[config.mk]
export PLATFORM = sky130hd
export DESIGN_NAME = mem_nic_lsu
export DESIGN_NICKNAME = d
export VERILOG_FILES = /design/src/rtl/mem_nic_lsu.sv
export SDC_FILE = /design/constraint.sdc
export NUM_CORES = 1
export LEC_CHECK = 0
export ABC_CLOCK_PERIOD_IN_PS = 5380
export BUFFER_PORTS_ARGS = -buffer_cell sky130_fd_sc_hd__buf_2
export CAP_MARGIN = 15
export CORE_AREA = 2 2 181 183
export DETAILED_ROUTE_END_ITERATION = 7
export DIE_AREA = 0 0 183 185
export HOLD_SLACK_MARGIN = 0.12
export REMOVE_ABC_BUFFERS = 1
export SYNTH_ARGS = -nofsm -noshare
export SYNTH_HDL_FRONTEND = slang
export SYNTH_SLANG_ARGS = --single-unit
[constraint.sdc]
create_clock -name clk -period 5.38 [get_ports clk]
set_input_delay 0 -clock clk [delete_from_list [all_inputs] [get_ports clk]]
set_output_delay 0 -clock clk [all_outputs]
set_load 0.01 [all_outputs]
[src/rtl/mem_nic_lsu.sv]
// Load/store unit routing execute-stage requests to data memory or the NIC by address region.
// Define NIC_POLL_EN to serialise NIC stores behind a status-poll loop with timeout.
module mem_nic_lsu #(
  parameter int DATA_WIDTH     = 64,
  parameter int ADDR_WIDTH     = 16,
  parameter int NIC_ADDR_WIDTH = 2,
  parameter int MEM_LATENCY    = 1,
  parameter int POLL_LIMIT     = 15
) (
  input  logic                      clk,
  input  logic                      reset,
  input  logic                      req_valid,
  output logic                      req_ready,
  input  logic                      req_store,
  input  logic [ADDR_WIDTH-1:0]     req_addr,
  input  logic [DATA_WIDTH-1:0]     req_data,
  input  logic [4:0]                req_rd,
  input  logic [2:0]                req_ppp,
  output logic                      mem_en,
  output logic                      mem_wr_en,
  output logic [31:0]               mem_addr,
  output logic [DATA_WIDTH-1:0]     mem_d_out,
  input  logic [DATA_WIDTH-1:0]     mem_d_in,
  output logic                      nic_en,
  output logic                      nic_wr_en,
  output logic [NIC_ADDR_WIDTH-1:0] nic_addr,
  output logic [DATA_WIDTH-1:0]     nic_d_in,
  input  logic [DATA_WIDTH-1:0]     nic_d_out,
  output logic                      wb_valid,
  output logic [4:0]                wb_rd,
  output logic [2:0]                wb_ppp,
  output logic [DATA_WIDTH-1:0]     wb_data,
  output logic                      nic_timeout,
  output logic                      busy
);

  typedef enum logic [2:0] {IDLE, NIC_RD, POLL_RD, POLL_CHK, NIC_WR} state_t;

  state_t                 state, state_next;
  logic [MEM_LATENCY-1:0] sr_valid;
  logic [7:0]             sr_tag [MEM_LATENCY];
  logic [7:0]             nic_tag;
  logic                   nic_region;
  logic                   load_busy;
  logic                   accept;

  assign nic_region = (req_addr[ADDR_WIDTH-1 -: 2] == 2'b11);
  assign load_busy  = |sr_valid;
  // NIC requests wait for the load pipe to drain so the two writeback sources never coincide.
  assign req_ready  = (state == IDLE) && !(nic_region && load_busy);
  assign accept     = req_valid && req_ready;
  assign busy       = (state != IDLE) || load_busy;

`ifdef NIC_POLL_EN
  localparam int POLL_CW = $clog2(POLL_LIMIT + 1);
  logic [NIC_ADDR_WIDTH-1:0] hold_addr;
  logic [DATA_WIDTH-1:0]     hold_data;
  logic [POLL_CW-1:0]        poll_cnt;

  always_ff @(posedge clk or posedge reset) begin
    if (reset) begin
      hold_addr <= '0;
      hold_data <= '0;
      poll_cnt  <= '0;
    end else if (accept && nic_region && req_store) begin
      hold_addr <= req_addr[NIC_ADDR_WIDTH-1:0];
      hold_data <= req_data;
      poll_cnt  <= '0;
    end else if (state == POLL_CHK && nic_d_out[0] && poll_cnt != POLL_CW'(POLL_LIMIT)) begin
      poll_cnt <= poll_cnt + 1'b1;
    end
  end
`endif

  always_comb begin
    state_next  = state;
    mem_en      = 1'b0;
    mem_wr_en   = 1'b0;
    mem_addr    = '0;
    mem_d_out   = '0;
    nic_en      = 1'b0;
    nic_wr_en   = 1'b0;
    nic_addr    = '0;
    nic_d_in    = '0;
    nic_timeout = 1'b0;
    case (state)
      IDLE: begin
        if (accept) begin
          if (!nic_region) begin
            mem_en   = 1'b1;
            mem_addr = 32'(req_addr);
            if (req_store) begin
              mem_wr_en = 1'b1;
              mem_d_out = req_data;
            end
          end else if (!req_store) begin
            nic_en     = 1'b1;
            nic_addr   = req_addr[NIC_ADDR_WIDTH-1:0];
            state_next = NIC_RD;
          end else begin
`ifdef NIC_POLL_EN
            state_next = POLL_RD;
`else
            nic_en    = 1'b1;
            nic_wr_en = 1'b1;
            nic_addr  = req_addr[NIC_ADDR_WIDTH-1:0];
            nic_d_in  = req_data;
`endif
          end
        end
      end
      NIC_RD: state_next = IDLE;
`ifdef NIC_POLL_EN
      POLL_RD: begin
        nic_en     = 1'b1;
        nic_addr   = '1;
        state_next = POLL_CHK;
      end
      POLL_CHK: begin
        if (!nic_d_out[0]) begin
          state_next = NIC_WR;
        end else if (poll_cnt == POLL_CW'(POLL_LIMIT)) begin
          nic_timeout = 1'b1;
          state_next  = IDLE;
        end else begin
          state_next = POLL_RD;
        end
      end
      NIC_WR: begin
        nic_en     = 1'b1;
        nic_wr_en  = 1'b1;
        nic_addr   = hold_addr;
        nic_d_in   = hold_data;
        state_next = IDLE;
      end
`endif
      default: state_next = IDLE;
    endcase
  end

  always_ff @(posedge clk or posedge reset) begin
    if (reset) begin
      state    <= IDLE;
      sr_valid <= '0;
      for (int unsigned i = 0; i < MEM_LATENCY; i++) sr_tag[i] <= '0;
      nic_tag  <= '0;
      wb_valid <= 1'b0;
      wb_rd    <= '0;
      wb_ppp   <= '0;
      wb_data  <= '0;
    end else begin
      state       <= state_next;
      sr_valid[0] <= accept && !nic_region && !req_store;
      sr_tag[0]   <= {req_rd, req_ppp};
      for (int unsigned i = 1; i < MEM_LATENCY; i++) begin
        sr_valid[i] <= sr_valid[i-1];
        sr_tag[i]   <= sr_tag[i-1];
      end
      if (accept && nic_region && !req_store) nic_tag <= {req_rd, req_ppp};
      wb_valid <= sr_valid[MEM_LATENCY-1] || (state == NIC_RD);
      if (sr_valid[MEM_LATENCY-1]) begin
        {wb_rd, wb_ppp} <= sr_tag[MEM_LATENCY-1];
        wb_data         <= mem_d_in;
      end else if (state == NIC_RD) begin
        {wb_rd, wb_ppp} <= nic_tag;
        wb_data         <= nic_d_out;
      end
    end
  end

endmodule
==> summary.md, run 1 <==
| Metric | Value |
|---|---|
| Seq/Total Area, Yosys | 44.8% |
| Fraction of layout cells with a size suffix above 1 | 43.7% |
| FF-to-FF path depth | 4 |
| Area Growth Syn to Fin | 82.5% |
| Final Cycle Share | 49.3% |
| Total power | 2.28 mW |
| Area of the mapped netlist | 0.00509 mm² |
| Floorplan die height | 185 µm |
| RR Endpoint | wb_data[24] |
| Fin. Hold Viols | 0 |
| Chip width | 183 µm |
| Slew HR | 23.7% |
| Status | completed |
| # rows | 66 |
| Unique masters post-synth | 22 |
| Vias | 5849 |
| Fmax | 377 MHz |
| Clock skew | 10.1 ps |
| DR DRC count | 0 |
| Post-route minimum period | 2650 ps |
| Wire per inst | 13.9 µm |
| Final instance area | 0.00928 mm² |
| Clock sinks | 91 |
| Power per cell area | 246 mW/mm² |
| Number of flops mapped to enable cells by yosys | 0 |
| Final core utilization | 29.0% |
| Leading cell types by total area after synthesis | dfrtp_1 (45%), and2_1 (18%), mux2i_1 (14%) |
| Syn Area/Cell | 9.56 µm² |
| Gpl congestion | 0.904 |
| Hold path start | req_valid |
| Gr usage total | 11.6% |
| Setup CP Type | reg2reg |
| Post-synth ARST share | 100% |
| Critical-path top delay cell | buf_4 |
| Remaining antenna violation count after routing | 0 |
| Worst Setup Start Kind | flip-flop |
| Total CTS buffers | 9 |
| RSZ-0062 raised after global routing | no |
| Critical Path Sink | wb_data[24] |
| Iter 0 DRT Violations | 197 |
| Yosys reg bits | 91 |
| Total wire length | 20.9 mm |
| Starting Density | 15.9% |
| Remaining global-route overflow | 0 |
| Final HPWL DP | 15.1 mm |
| Vias in the first global route | 5812 |
| Setup violations, final | 0 |
| Clock transition at path regs | 70 ps |
| CP startpoint | state[0] |
| DRT Pass-1 Iters | 4 |
| H-tree depth | 3 |
| Synth Warn # | 0 |
| First-pass GRT wire length | 30.5 mm |
| Largest area contributor in the netlist | dfrtp_1 |
| Longest Clk Path Bufs | 2 |
| Placed inst area | 0.00756 mm² |
| CTS tree | done |
| Synth top area share | 44.8% |
| Crit path max fanout | 65 |
| Overall die area | 0.0339 mm² |
| Fin nets | 1308 |
| Max_cap viols | 0 |
| CP Data Arrival Time | 2880 ps |
| Critical path cell sequence | buf_4 > mux2i_1 > o21ai_0 > dlygate4sd3_1 |
| R2R setup slack | 2730 ps |
| Clk Latency, worst-skew pair | 350 ps |
| Max IR drop VDD | 0.160 mV |
| Slew of the pin with the lowest slew margin | 1140 ps |
| FF-to-FF Start | state[0] |
| Total setup buffers inserted after CTS | 0 |
| Core Area | 0.0320 mm² |
| Worst hold slack | 186 ps |
| Initial antenna violation count | 2 |
| Critical Path RT | 5610 ps |
| Port bufs | 444 |
| Root buffer cell | clkbuf_16 |
| Cells after Synth | 532 |
| Pin count of the biggest net entering global routing | 75 |
| Ys flop type | dfrtp_1 |
| Min-delay worst type | in2reg |
| Ports | 462 |
| CP Capture Type | flip-flop |
| Critical path's largest stage delay | 860 ps |
| Final Max Slew Viols | 0 |
| Vias per cell | 3.89 |
| Leak pwr | 4.80 nW |
| Setup TNS | 0 ps |
[cell families after synthesis]
group	count (synthesis)	synth area share (%)
multiplexers	80	15.9
AND/OR/NAND/NOR	227	24.7
flip-flops	91	44.8
AO/OA/AOI/OAI	73	7.18
other	1	0.0737
buffers and inverters	60	7.33
[state kept, by name, indices dropped and copies added, names as in the netlist]
name,flops
load_busy,1
nic_tag,8
sr_tag,8
state,1
wb_data,64
wb_ppp,3
wb_rd,5
wb_valid,1
[layout make-up]
class | instances | area [µm²]
inverters | 3 | 13.8
multi-input cells | 397 | 2500
diodes | 1 | 2.50
flip-flops and latches | 91 | 2280
fillers | 3360 | 22800
repair buffers | 586 | 3630
clock buffers | 10 | 239
well taps | 408 | 510
clock inverters | 6 | 96.3
[power breakdown]
part | total, mW | internal [mW] | leakage, nW | switching [mW]
Combinational | 0.681 | 0.376 | 3.52 | 0.305
Clock | 0.725 | 0.426 | 0.161 | 0.299
Sequential | 0.874 | 0.801 | 1.12 | 0.0722
[stage by stage]
stage,cells,setup WS [ps]
final,1502,2730
after detailed placement,1347,3280
after CTS,1501,2760
after floorplan,491,1600
after global placement,1347,3340
after global routing,1502,2600
[cell usage in the layout, fill, tap and decap left out]
cell	instances
nor3b_4	1
nand2_1	72
nor3b_1	2
inv_6	1
clkinv_4	1
and3_1	1
clkinvlp_4	1
buf_4	4
buf_2	444
diode_2	1
nand4b_2	1
nor2_1	2
a21oi_1	1
inv_8	1
mux2_2	8
clkbuf_16	9
nand2b_1	1
nor3_1	1
conb_1	17
inv_1	2
bufinv_16	2
dlygate4sd3_1	138
inv_4	1
clkbuf_8	1
and4_4	1
dfrtp_1	89
o21ai_0	72
and2_1	145
dfrtp_4	2
mux2i_1	72
[cells in the mapped netlist (2+ instances only)]
cell,instances
clkbuf_1,14
buf_6,7
clkbuf_2,5
mux2_2,8
dfrtp_1,91
buf_2,11
mux2i_1,72
o21ai_0,72
nand2_1,72
and2_1,145
nor2_1,2
inv_1,3
buf_4,20
nor3b_1,2
[what timing repair did]
action | 4_1_cts | 5_1_grt
gates resized for setup | 0 | 0
endpoints found under the hold margin | 120 | 0
hold buffers | 138 | 0
[worst max-delay path: cells and delay by family, from the launching register on]
family | cells | cell delay [ps]
AO/OA/AOI/OAI | 1 | 120
buffers and inverters | 2 | 1460
flip-flops | 1 | 550
multiplexers | 1 | 290
[worst min-delay path by stage]
stage                              to  slack (ps)  cells past startpoint
after detailed placement  wb_data[49]          80                      2
after global placement    wb_data[18]          70                      2
final                        state[0]         190                      3
after global routing         state[0]         190                      3
after floorplan             sr_tag[0]          30                      0
after CTS                    state[0]         170                      3
[routing by layer]
layer	track usage (%)	wire, µm	vias to the layer above
met4	5.63	558	0
met1	13.1	8440	2729
met5	0	0	-
li1	-	-	2816
met3	2.03	1320	29
met2	21.0	10600	275
(Power assumes the default switching activity.)
==> run 2, diff against run 1 <==
ABC_AREA = 1   (was default)
ABC_CLOCK_PERIOD_IN_PS = 2500   (was 5380)
CORE_AREA = 2 2 180 182   (was 2 2 181 183)
DIE_AREA = 0 0 182 184   (was 0 0 183 185)
clock period = 2.5 ns   (was 5.38 ns; I/O delays follow)
==> summary.md, run 2 <==
| Metric | Value |
|---|---|
| Largest regs | wb_data: 64 flops, nic_tag: 8 flops, sr_tag: 8 flops |
| Non-filler cells, final | 1675 (+12%) |
| CP Data Arrival Time | 2440 ps (-440 ps) |
| Seq/Total Area, Yosys | 45.2% (+0.41 points) |
| Vias per cell | 3.96 (+1.6%) |
| Crit path max fanout | 41 (-37%) |
| Critical path depth | 7 (+3) |
| Final setup margin | 347 ps (-2380 ps) |
| CP top delay family | buffers and inverters |
| Setup violations, final | 0 (unchanged) |
| Clock sinks | 91 (unchanged) |
| Total wire length | 22.5 mm (+7.7%) |
| Critical-path top delay cell | dlygate4sd3_1 |
| Synth top area share | 45.2% (+0.41 points) |
| Ys flop type | dfrtp_1 |
| Total CTS buffers | 9 (unchanged) |
| Iter 0 DRT Violations | 365 (+85%) |
| Critical path cell sequence | inv_4 > nand2_2 > inv_2 > buf_4 > nand2_1 > nand3_1 > dlygate4sd3_1 |
| DR DRC count | 0 (unchanged) |
| Clock transition at path regs | 80 ps (about the same) |
| Setup CP Type | reg2reg |
| Most frequent cells in the layout | buf_2 (444), nand2_1 (177), dlygate4sd3_1 (138), nor2_1 (136), nand3_1 (128) |
| RSZ-0062 raised after global routing | no |
| Final HPWL DP | 16.2 mm (+7.3%) |
| Wire per inst | 13.4 µm (-3.4%) |
| Post-synth ARST share | 100% (unchanged) |
| Max_cap viols | 0 (unchanged) |
| Vias in the first global route | 6430 (+11%) |
| Clock skew | 13.4 ps (+3.30 ps) |
| Leading cell types by total area after synthesis | dfrtp_1 (45%), nand2_1 (13%), nand3_1 (13%) |
| Critical path's largest stage delay | 560 ps (-300 ps) |
| Overall die area | 0.0335 mm² (-1.1%) |
| RR Endpoint | wb_data[36] |
| Final Cycle Share | 86.1% (+37 points) |
| Status | completed |
| Worst Setup Start Kind | flip-flop |
| Ports | 462 (unchanged) |
| Post-Place Setup Slack | 657 ps (-2630 ps) |
| Clk Latency, worst-skew pair | 350 ps (about the same) |
| Area of the mapped netlist | 0.00504 mm² (-0.91%) |
| Ant diodes | 0 (-1) |
| R2R setup slack | 350 ps (-2380 ps) |
| Remaining global-route overflow | 0 (unchanged) |
| Max IR drop VDD | 0.284 mV (+78%) |
| Syn Area/Cell | 7.05 µm² (-26%) |
| Root buffer cell | clkbuf_16 |
| Gr usage total | 12.6% (+1.0 points) |
| DRT Pass-1 Iters | 5 (+1) |
| Remaining antenna violation count after routing | 0 (unchanged) |
| Longest Clk Path Bufs | 2 (unchanged) |
| Leak pwr | 5.42 nW (+13%) |
| Unique masters post-synth | 21 (-4.5%) |
| Synth Warn # | 0 (unchanged) |
| Chip width | 182 µm (-0.55%) |
| # rows | 65 (-1.5%) |
| FF-to-FF Start | load_busy |
| Port bufs | 444 (unchanged) |
| Critical Path RT | 2790 ps (-2820 ps) |
| CTS tree | done |
| Setup TNS | 0 ps (unchanged) |
| Yosys reg bits | 91 (unchanged) |
| Pin count of the biggest net entering global routing | 73 (-2.7%) |
| Inst Count DP | 1522 (+13%) |
| Total setup buffers inserted after CTS | 0 (unchanged) |
| CP bufs+invs | 4 (+2) |
| Largest area contributor in the netlist | dfrtp_1 |
| Worst hold slack | 274 ps (+87.9 ps) |
| Slew HR | 43.4% (+20 points) |
| Power per cell area | 529 mW/mm² (+120%) |
| Min-delay worst type | in2async |
| Cells after Synth | 715 (+34%) |
| Gpl congestion | 0.785 (-13%) |
| Initial antenna violation count | 0 (-2) |
| Most common cell after layout, fill and taps aside | buf_2 |
| Slew of the pin with the lowest slew margin | 849 ps (-296 ps) |
| Cell with the most instances after synthesis | nand2_1 |
| Fraction of layout cells with a size suffix above 1 | 38.6% (-5.1 points) |
| First-pass GRT wire length | 33.4 mm (+9.4%) |
| Max reg flops | 64 (unchanged) |
| Total power | 4.88 mW (+110%) |
| Fmax | 465 MHz (+23%) |
| Core Area | 0.0314 mm² (-2.0%) |
| Fin. Hold Viols | 0 (unchanged) |
| FF-to-FF path depth | 7 (+3) |
| Starting Density | 16.1% (+0.18 points) |
| Post-synth top cells | nand2_1 (178), nor2_1 (136), nand3_1 (128), dfrtp_1 (91), inv_1 (79) |
| Vias | 6625 (+13%) |
| H-tree depth | 3 (unchanged) |
| Floorplan die height | 184 µm (-0.54%) |
| Post-route minimum period | 2150 ps (-500 ps) |
| Area Growth Syn to Fin | 83.3% |
| Final Max Slew Viols | 0 (unchanged) |
| CP Capture Type | flip-flop |
| Fin nets | 1489 (+14%) |
| Largest Register | wb_data |
| Number of flops mapped to enable cells by yosys | 0 (unchanged) |
[run 2: how the worst max path moves through the flow]
stage | start | to | slack [ps]
final | load_busy | wb_data[36] | 350
after global routing | load_busy | wb_data[14] | 160
after CTS | load_busy | wb_data[9] | 340
after detailed placement | load_busy | wb_rd[3] | 660
after global placement | load_busy | wb_ppp[2] | 690
after floorplan | load_busy | nic_wr_en | -1210
[run 2: routing by layer]
metal	wire length (µm)	GRT usage (%)	up-vias	part of all wire (%)
met4	536	4.84	0	2.4
met3	1710	2.85	36	7.6
met5	0	0	-	0
met2	11300	22.5	309	50
li1	-	-	3257	-
met1	8920	14.6	3023	40
[run 2: layout make-up]
| cell class | count | area (µm²) |
|---|---|---|
| clock buffers | 9 | 225 |
| clock inverters | 6 | 72.6 |
| fillers | 3385 | 22200 |
| inverters | 84 | 322 |
| multi-input cells | 492 | 2130 |
| flip-flops and latches | 91 | 2280 |
| well taps | 402 | 503 |
| repair buffers | 591 | 3710 |
[run 2: logic make-up after synthesis]
logic type / after synthesis / synth area share, %
other cells: 1 / 0.0744
simple gates: 459 / 38.5
flops: 91 / 45.2
compound gates: 16 / 2.38
buf+inv: 148 / 13.9
[run 2: worst reg2reg max path, cell delays in order (launching register included)]
cell and delay, ps:
dfrtp_2 420, inv_4 280, nand2_2 150, inv_2 80
buf_4 370, nand2_1 150, nand3_1 90, dlygate4sd3_1 560
[run 2: what timing repair did]
item,4_1_cts,5_1_grt
hold endpoints to repair,119,0
endpoints found under the setup margin,0,0
gates resized for setup,0,0
hold buffers,138,0
[run 2: power breakdown]
part	total, mW	switching, mW	internal, mW
logic	1.63	0.804	0.823
clock network	1.39	0.612	0.781
registers	1.86	0.129	1.74
[run 2: through the flow]
step	area, µm²	utilization [%]
2_1_floorplan	4720	-
3_3_place_gp	7560	24.1
3_5_place_dp	7560	24.1
4_1_cts	9240	29.4
5_1_grt	9240	29.4
6_report	9240	29.4
